===== src/rtl/input_debouncer_if.sv =====
// Bundles the raw input and the debounced outputs of input_debouncer.
// The slave modport is the debouncer side; the master modport is the consumer side.
interface input_debouncer_if;
  logic din;
  logic dout;
  logic dout_bar;
  logic rise;
  logic fall;
  logic busy;

  modport master (
    output din,
    input  dout,
    input  dout_bar,
    input  rise,
    input  fall,
    input  busy
  );

  modport slave (
    input  din,
    output dout,
    output dout_bar,
    output rise,
    output fall,
    output busy
  );
endinterface


===== src/rtl/input_debouncer.sv =====
// Two-flop synchroniser plus a four-state qualification FSM that produces a clean registered level.
// Define DEBOUNCE_EDGE_STROBE_EN to build the rise/fall strobe flops; otherwise both strobes are 0.
module input_debouncer #(
  parameter int unsigned STABLE_CYCLES = 8,
  parameter int unsigned CNT_W         = 4
) (
  input  logic              clk,
  input  logic              rst,
  input_debouncer_if.slave  bus
);

  if ((STABLE_CYCLES < 2) || (STABLE_CYCLES > (2 ** CNT_W) - 1)) begin : g_param_check
    $error("input_debouncer: STABLE_CYCLES out of range for CNT_W");
  end

  typedef enum logic [1:0] {
    StIdleLo,
    StChkHi,
    StIdleHi,
    StChkLo
  } state_e;

  localparam logic [CNT_W-1:0] CntLast = CNT_W'(STABLE_CYCLES - 1);
  localparam logic [CNT_W-1:0] CntOne  = CNT_W'(1);

  logic             s1_q, s2_q;
  state_e           state_q, state_d;
  logic [CNT_W-1:0] cnt_q, cnt_d;
  logic             dout_q, dout_d;
  logic             busy_q, busy_d;

  always_comb begin
    state_d = state_q;
    cnt_d   = cnt_q;
    dout_d  = dout_q;
    unique case (state_q)
      StIdleLo: begin
        if (s2_q) begin
          state_d = StChkHi;
          cnt_d   = CntOne;
        end else begin
          cnt_d   = '0;
        end
      end
      StChkHi: begin
        if (!s2_q) begin
          // Glitch: drop back without touching dout.
          state_d = StIdleLo;
          cnt_d   = '0;
        end else if (cnt_q == CntLast) begin
          state_d = StIdleHi;
          dout_d  = 1'b1;
          cnt_d   = '0;
        end else begin
          cnt_d   = cnt_q + CntOne;
        end
      end
      StIdleHi: begin
        if (!s2_q) begin
          state_d = StChkLo;
          cnt_d   = CntOne;
        end else begin
          cnt_d   = '0;
        end
      end
      StChkLo: begin
        if (s2_q) begin
          state_d = StIdleHi;
          cnt_d   = '0;
        end else if (cnt_q == CntLast) begin
          state_d = StIdleLo;
          dout_d  = 1'b0;
          cnt_d   = '0;
        end else begin
          cnt_d   = cnt_q + CntOne;
        end
      end
      default: begin
        state_d = StIdleLo;
        cnt_d   = '0;
        dout_d  = 1'b0;
      end
    endcase
    // Registered busy tracks the next state so it lines up with the state register.
    busy_d = (state_d == StChkHi) || (state_d == StChkLo);
  end

`ifdef DEBOUNCE_EDGE_STROBE_EN
  logic rise_q, rise_d;
  logic fall_q, fall_d;

  always_comb begin
    rise_d = dout_d & ~dout_q;
    fall_d = dout_q & ~dout_d;
  end
`endif

  always_ff @(posedge clk or posedge rst) begin
    if (rst) begin
      s1_q    <= 1'b0;
      s2_q    <= 1'b0;
      state_q <= StIdleLo;
      cnt_q   <= '0;
      dout_q  <= 1'b0;
      busy_q  <= 1'b0;
`ifdef DEBOUNCE_EDGE_STROBE_EN
      rise_q  <= 1'b0;
      fall_q  <= 1'b0;
`endif
    end else begin
      s1_q    <= bus.din;
      s2_q    <= s1_q;
      state_q <= state_d;
      cnt_q   <= cnt_d;
      dout_q  <= dout_d;
      busy_q  <= busy_d;
`ifdef DEBOUNCE_EDGE_STROBE_EN
      rise_q  <= rise_d;
      fall_q  <= fall_d;
`endif
    end
  end

  assign bus.dout     = dout_q;
  assign bus.dout_bar = ~dout_q;
  assign bus.busy     = busy_q;
`ifdef DEBOUNCE_EDGE_STROBE_EN
  assign bus.rise     = rise_q;
  assign bus.fall     = fall_q;
`else
  assign bus.rise     = 1'b0;
  assign bus.fall     = 1'b0;
`endif

endmodule


===== src/flat_wrapper.sv =====
// flat-port wrapper written by rule: the top's interface ports become plain ports
module input_debouncer_flat 
#(
  parameter int unsigned STABLE_CYCLES = 8,
  parameter int unsigned CNT_W         = 4
)
  (clk, rst, bus_din, bus_dout, bus_dout_bar, bus_rise, bus_fall, bus_busy);
  input_debouncer_if bus_i ();
  input  logic clk;
  input  logic rst;
  input wire logic [$bits(bus_i.din)-1:0] bus_din;
  output wire logic [$bits(bus_i.dout)-1:0] bus_dout;
  output wire logic [$bits(bus_i.dout_bar)-1:0] bus_dout_bar;
  output wire logic [$bits(bus_i.rise)-1:0] bus_rise;
  output wire logic [$bits(bus_i.fall)-1:0] bus_fall;
  output wire logic [$bits(bus_i.busy)-1:0] bus_busy;
  assign bus_i.din = bus_din;
  assign bus_dout = bus_i.dout;
  assign bus_dout_bar = bus_i.dout_bar;
  assign bus_rise = bus_i.rise;
  assign bus_fall = bus_i.fall;
  assign bus_busy = bus_i.busy;
  input_debouncer #(.STABLE_CYCLES(STABLE_CYCLES), .CNT_W(CNT_W)) u_core (.clk(clk), .rst(rst), .bus(bus_i));
endmodule

===== config.mk =====
export PLATFORM = sky130hd
export DESIGN_NAME = input_debouncer_flat
export DESIGN_NICKNAME = d
export VERILOG_FILES = /design/src/rtl/input_debouncer_if.sv /design/src/rtl/input_debouncer.sv /design/src/flat_wrapper.sv
export SDC_FILE = /design/constraint.sdc
export NUM_CORES = 1
export LEC_CHECK = 0
export CORE_AREA = 2 2 39 41
export CTS_CLUSTER_SIZE = 16
export DETAILED_ROUTE_END_ITERATION = 8
export DIE_AREA = 0 0 41 43
export SYNTH_ARGS = -nofsm -noshare
export SYNTH_HDL_FRONTEND = slang
export SYNTH_SLANG_ARGS = --single-unit

===== constraint.sdc =====
create_clock -name clk -period 1.1 [get_ports clk]
set_clock_uncertainty 0.1 [all_clocks]
set_input_delay 0.165 -clock clk [delete_from_list [all_inputs] [get_ports clk]]
set_output_delay 0.165 -clock clk [all_outputs]
set_load 0.01 [all_outputs]

==> impl_results.md, run 1 <==
- Detailed-route wire length per cell: 9.552 um
- Final min period: 1221 ps
- Final Total Pwr: 0.0007577 W
- N_diodes: 0
- Final cycle utilization of the critical path: 111.0%
- Initial drt markers: 9
- Tightest Hold Check Type: primary input to async pin
- Std-Cell Rows: 14
- First-pass GRT wire length: 1069 um
- Hold Fails Final Rpt: 0
- Final core occ: 41.68%
- Die width: 41 um
- Maxcap violations: 0
- GRT overflow: 0
- Violated checks: negative setup slack
- Reg2reg path depth: 4
- Maximum fanout along the worst path: 3
- WS Path Type: register to register
- CTS max path bufs: 2
- Mapped cell area: 419.2 um2
- Layout cells sized above 1: 37.25%
- Post-synthesis area per instance: 11.33 um2
- Distinct cells, synth: 18
- Unrepaired setup endpoints after global routing: true
- Peak VDD IR: 855.7 uV
- Top cells by area, synth: dfrtp_1 60%, nor2_1 4.5%, xnor2_1 4.2%, buf_4 3.6%, nand2_1 3.6%
- CTS tree: yes
- Synthesis-to-finish area growth: 37.61%
- Initial antenna violation count: 0
- Hold-fix buffers, CTS: 0
- TritonCTS buffer count: 3
- Synth Instances: 37
- Total track usage: 9.714%
- Worst stage delay on the critical path: 390 ps
- Synth warn: 0
- Critical Path RT: 1150 ps
- Total wire length: 640 um
- Asr flop ratio synth: 100.0%
- FILL cells: 137
- Nets: 56
- Crit. path cell count: 4
- Via count: 296
- Worst path cell trace: ha_4 -> and4b_4 -> a21oi_2 -> o21a_1
- Primary FF master, synth: dfrtp_1
- Crit path arrival time: 1270 ps
- Final HPWL DP: 462.3 um
- Clk_lat worst skew: 260 ps
- Top cell type's share of synthesized area: 59.70%
- Clock root buffer: clkbuf_4
- Max-slew violations: 0
- FMAX: 0.8192 GHz
- CP endpoint kind: register
- Yosys reg bits: 10
- Status: complete, but fails checks
- Top Family by Delay on Critical Path: flip-flops
- Clk sink count: 10
- Drt pass-1 iters: 4
- Die height: 43 um
- Hold WS: 63.76 ps
- Worst setup SP type: register
- Leakage Power: 0.2806 nW
- Area of the die: 1763 um2
- Seq/Total Area, Yosys: 59.70%
- PwrDens: 1314 nW/um2
- Clock slew at reported path FFs: 70 ps
- Setup-failing EPs final: 4
- Largest net degree at the start of global routing: 11
- Max H-tree Level: 1
- Final GP Congestion: 0.6958
- Worst path bufs/invs: 0
- Most common cell in the synthesized netlist: dfrtp_1
- Most frequent cells after synthesis: 10 x dfrtp_1, 5 x nor2_1, 4 x nand2_1
- # port buffers: 5
- Post-synth top area cell: dfrtp_1
- Initial Util: 30.29%
- Final ANT Viol Nets: 0
- Vias in the first global route: 284
- Routed vias/inst: 4.418
- Drt drc: 0
- EDFF count, synth: 0
- # IOs: 8
- Final worst slack: -120.6 ps
- Slowest CP cell: dfrtp_1
- Core ar.: 1384 um2
==> final cells by class <==
| cell class | instances | area (um2) | area share (%) |
|---|---|---|---|
| multi-input cells | 24 | 172.7 | 29.94 |
| clock buffers | 4 | 36.28 | 6.291 |
| flip-flops and latches | 10 | 250.2 | 43.38 |
| repair buffers | 11 | 90.09 | 15.62 |
| inverters | 2 | 7.507 | 1.302 |
| well taps | 16 | 20.02 | 3.471 |
==> final timing paths <==
path	from	endpoint	slack [ps]
worst max-delay path	u_core.cnt_q[1]$_DFF_PP0_	u_core.bus.dout$_DFFE_PP0P_	-120
worst min-delay path	rst	u_core.bus.dout$_DFFE_PP0P_	60
worst max register to register	u_core.cnt_q[1]$_DFF_PP0_	u_core.bus.dout$_DFFE_PP0P_	-120
worst min register to register	u_core.s1_q$_DFF_PP0_	u_core.s2_q$_DFF_PP0_	260
max in group asynchronous	rst	u_core.state_q[0]$_DFF_PP0_	570
min in group clk	bus_din	u_core.s1_q$_DFF_PP0_	250
==> cells by family (layout without fill, tap and decap cells) <==
| family | Yosys count | in the layout | share of synthesized area [%] |
|---|---|---|---|
| flops | 10 | 10 | 59.70 |
| buf+inv | 4 | 17 | 5.373 |
| compound gates | 4 | 4 | 6.267 |
| simple gates | 13 | 13 | 16.12 |
| xor+xnor | 3 | 3 | 6.270 |
| mux | 1 | 1 | 2.388 |
| other cells | 1 | 2 | 0.8947 |
| fa+ha+maj | 1 | 1 | 2.985 |
==> sequential cells by signal (all words and copies together) (netlist names) <==
name,flops
u_core.bus.dout,1
u_core.cnt_q,4
u_core.state_q,2
u_core.s2_q,1
u_core.bus.busy,1
u_core.s1_q,1
==> metrics by stage <==
| step | std cells | worst slack (ps) | area, um2 | setup TNS (ps) |
|---|---|---|---|---|
| global route | 67 | -155.0 | 576.8 | -549.8 |
| detailed placement | 62 | -122.0 | 518.0 | -372.0 |
| finish | 67 | -120.6 | 576.8 | -351.5 |
| CTS | 66 | -134.3 | 546.8 | -294.4 |
| floorplan | 38 | -116.0 | 425.4 | -116.0 |
| global placement | 62 | -118.9 | 518.0 | -362.6 |
==> report_power, final <==
| group | switching [W] | internal [W] | total (W) |
|---|---|---|---|
| logic | 0.0000223 | 0.0000228 | 0.0000451 |
| registers | 0.0000117 | 0.000380 | 0.000392 |
| clock network | 0.000120 | 0.000201 | 0.000321 |
| total | 0.000154 | 0.000604 | 0.000758 |
==> worst register-to-register path, cell delays in order, from the launching register on <==
cell     delay [ps]
dfrtp_1         390
ha_4            160
and4b_4         250
a21oi_2          50
o21a_1          170
==> layer usage <==
metal | global-route usage, % | wire, um | vias up
li1 | - | - | 147
met1 | 8.874 | 263 | 141
met2 | 15.00 | 338 | 6
met3 | 3.141 | 26 | 2
met4 | 10.00 | 11 | 0
met5 | 0 | 0 | -
==> placed cells by master (no fill, tap or decap), drive strengths merged, types with 2 or more instances in the layout <==
cell type	instances
clkbuf	4
dfrtp	10
nand2	4
buf	9
clkdlybuf4s50	2
a21oi	2
conb	2
xnor2	2
inv	2
nor2	5
==> repair_timing <==
item	in CTS	in global routing
resized for setup	13	5
setup endpoints to repair	8	7
setup buffers	0	1
pin swaps	0	0
Note: power is estimated with default switching activity, not from simulation.
==> run 2: changes to the inputs <==
--- a/config.mk
+++ b/config.mk
@@ -9,6 +9,7 @@
 export CTS_CLUSTER_SIZE = 16
 export DETAILED_ROUTE_END_ITERATION = 8
 export DIE_AREA = 0 0 41 43
+export REMOVE_ABC_BUFFERS = 1
 export SYNTH_ARGS = -nofsm -noshare
 export SYNTH_HDL_FRONTEND = slang
 export SYNTH_SLANG_ARGS = --single-unit
==> run 2 against run 1 <==
- the flow still finishes with violations (negative setup slack)
- hold slack improved by 2.7 ps
- clock-buffer cell count unchanged
- worst setup slack about the same
- utilization increased by 0.63 points
- highest routed layer unchanged
- non-clock buffer count increased by 2
- final cell count increased by 3.0%
- fmax about the same
==> impl_results.md, run 2 (synthesis gave the netlist of run 1 again) <==
- Status: complete, but fails checks
- Violated checks: negative setup slack
- Maximum fanout along the worst path: 3
- Commonest cells after routing, fill and taps aside: 10 x dfrtp_1, 8 x buf_4, 4 x nor2_1
- Internal Power: 0.0006055 W
- TritonCTS buffer count: 3
- Final GP Congestion: 0.6542
- Most flops, register: u_core.cnt_q
- Routed vias/inst: 4.261
- GRT overflow: 0
- Setup TNS: -348.6 ps
- Die height: 43 um
- Layout cells sized above 1: 41.51%
- Unrepaired setup endpoints after global routing: true
- Nets: 58
- # port buffers: 5
- Maxcap violations: 0
- Clock slew at reported path FFs: 70 ps
- Total wire length: 689 um
- Hold Fails Final Rpt: 0
- FMAX: 0.8194 GHz
- # IOs: 8
- Core ar.: 1384 um2
- Final cycle utilization of the critical path: 110.9%
- Vias in the first global route: 322
- FILL cells: 128
- Die width: 41 um
- Clock root buffer: clkbuf_4
- Register cell area after layout: 250.2 um2
- P_sw: 0.0001610 W
- CP endpoint: u_core.bus.dout$_DFFE_PP0P_
- Worst r2r src: u_core.cnt_q[0]$_DFF_PP0_
- Drt drc: 0
- Layout Cells excl Fill: 69
- Final worst slack: -120.4 ps
- Crit. path cell count: 4
- Final HPWL DP: 502.9 um
- Sequential Power Share: 50.8%
- Area of the die: 1763 um2
- Clk network pwr share: 42.7%
- Std-Cell Rows: 14
- Metal3 WL: 28 um
- Sw Ratio: 21.00%
- Max-slew violations: 0
- Area of the multi-input gates: 170.2 um2
- Drt pass-1 iters: 4
- Leakage Power: 0.2921 nW
- Placed cell count: 64
- Worst path bufs/invs: 0
- Clk_lat worst skew: 270 ps
- CTS max path bufs: 2
- WS Path Type: register to register
- Top Family by Delay on Critical Path: flip-flops
- Largest net degree at the start of global routing: 11
- Initial Util: 30.29%
- Top Registers: u_core.cnt_q x4, u_core.state_q x2
- Max H-tree Level: 1
- Layout Cell Area excl Fill: 585.6 um2
- Max reg flops: 4
- R2R Setup Slk: -120 ps
- Wire length on met1: 303 um
- Most common cell after layout, fill and taps aside: dfrtp_1
- Detailed-route wire length per cell: 9.986 um
- Peak VDD IR: 405.5 uV
- Synthesis-to-finish area growth: 39.70%
- Final min period: 1220 ps
- First-pass GRT wire length: 1200 um
- Setup-failing EPs final: 5
- Tightest Hold Check Type: primary input to async pin
- Comb pwr share: 6.5%
- Worst stage delay on the critical path: 350 ps
- Slowest CP cell: dfrtp_1
- Met2 wire len: 338 um
- Critical Path RT: 1160 ps
- Worst path cell trace: ha_2 -> and4b_4 -> a21oi_2 -> o21a_1
- Via count: 294
- PwrDens: 1309 nW/um2
- Initial drt markers: 5
- Placed Area: 530.5 um2
- Final Total Pwr: 0.0007665 W
- CTS tree: yes
- DR top layer: met4
- Initial antenna violation count: 0
- Worst setup path start: u_core.cnt_q[0]$_DFF_PP0_
- Total track usage: 11.29%
- N_diodes: 0
- Clk sink count: 10
- Reg2reg path depth: 4
- Worst setup SP type: register
- Crit path arrival time: 1280 ps
- CP endpoint kind: register
- FF-to-FF End: u_core.bus.dout$_DFFE_PP0P_
- Hold-fix buffers, CTS: 0
- Final ANT Viol Nets: 0
-- run 2: changes by cell type in the layout (fill, tap and decap cells not counted), sizes merged --
cell and change:
buf +2
-- run 2: area by class of cell --
class,instances,share of cell area [%]
well taps,16,3.419
clock buffers,4,6.197
inverters,2,1.282
flip-flops and latches,10,42.74
multi-input cells,24,29.06
repair buffers,13,17.31
-- run 2: worst min path at each step --
stage,slack [ps],depth (start not counted),startpoint,to
5_1_grt,120,2,rst,u_core.s2_q$_DFF_PP0_
3_5_place_dp,240,0,u_core.s1_q$_DFF_PP0_,u_core.s2_q$_DFF_PP0_
3_3_place_gp,230,0,u_core.s1_q$_DFF_PP0_,u_core.s2_q$_DFF_PP0_
6_report,70,2,rst,u_core.bus.dout$_DFFE_PP0P_
2_1_floorplan,-90,1,rst,u_core.bus.busy$_DFF_PP0_
4_1_cts,70,2,rst,u_core.bus.busy$_DFF_PP0_
-- run 2: layer usage --
metal / track usage, % / vias to the layer above
met4: 14.00 / 0
met3: 3.141 / 2
li1: - / 148
met5: 0 / -
met2: 14.37 / 7
met1: 12.75 / 137
-- run 2: what timing repair did --
item / in CTS / in global routing
endpoints found under the setup margin: 9 / 7
gates cloned: 0 / 0
gates resized for setup: 15 / 4
pin swaps: 2 / 1
buffers inserted: 0 / 1
-- run 2: power groups by stage --
stage / Sequential, W / Clock (W) / Combinational (W)
2_1_floorplan: 0.000396 / 0 / 0.0000226
5_1_grt: 0.000391 / 0.000355 / 0.0000573
6_report: 0.000389 / 0.000328 / 0.0000499
3_3_place_gp: 0.000395 / 0 / 0.0000487
4_1_cts: 0.000388 / 0.000345 / 0.0000501
3_5_place_dp: 0.000396 / 0 / 0.0000497
-- run 2: stage by stage --
stage | hold WS [ps] | worst slack [ps] | util (%)
final | 66.49 | -120.4 | 42.31
after CTS | 69.47 | -127.2 | 40.78
after global placement | 234.8 | -111.5 | 38.34
after floorplan | -94.82 | -140.0 | -
after detailed placement | 236.5 | -132.9 | 38.34
after global routing | 120.9 | -172.0 | 42.31
==> run 3: changes to the inputs <==
--- a/config.mk
+++ b/config.mk
@@ -5,6 +5,7 @@
 export SDC_FILE = /design/constraint.sdc
 export NUM_CORES = 1
 export LEC_CHECK = 0
+export CAP_MARGIN = 20
 export CORE_AREA = 2 2 39 41
 export CTS_CLUSTER_SIZE = 16
 export DETAILED_ROUTE_END_ITERATION = 8
==> results of run 3 <==
Same layout as run 2: the final DEF is identical, and so are final timing and power.
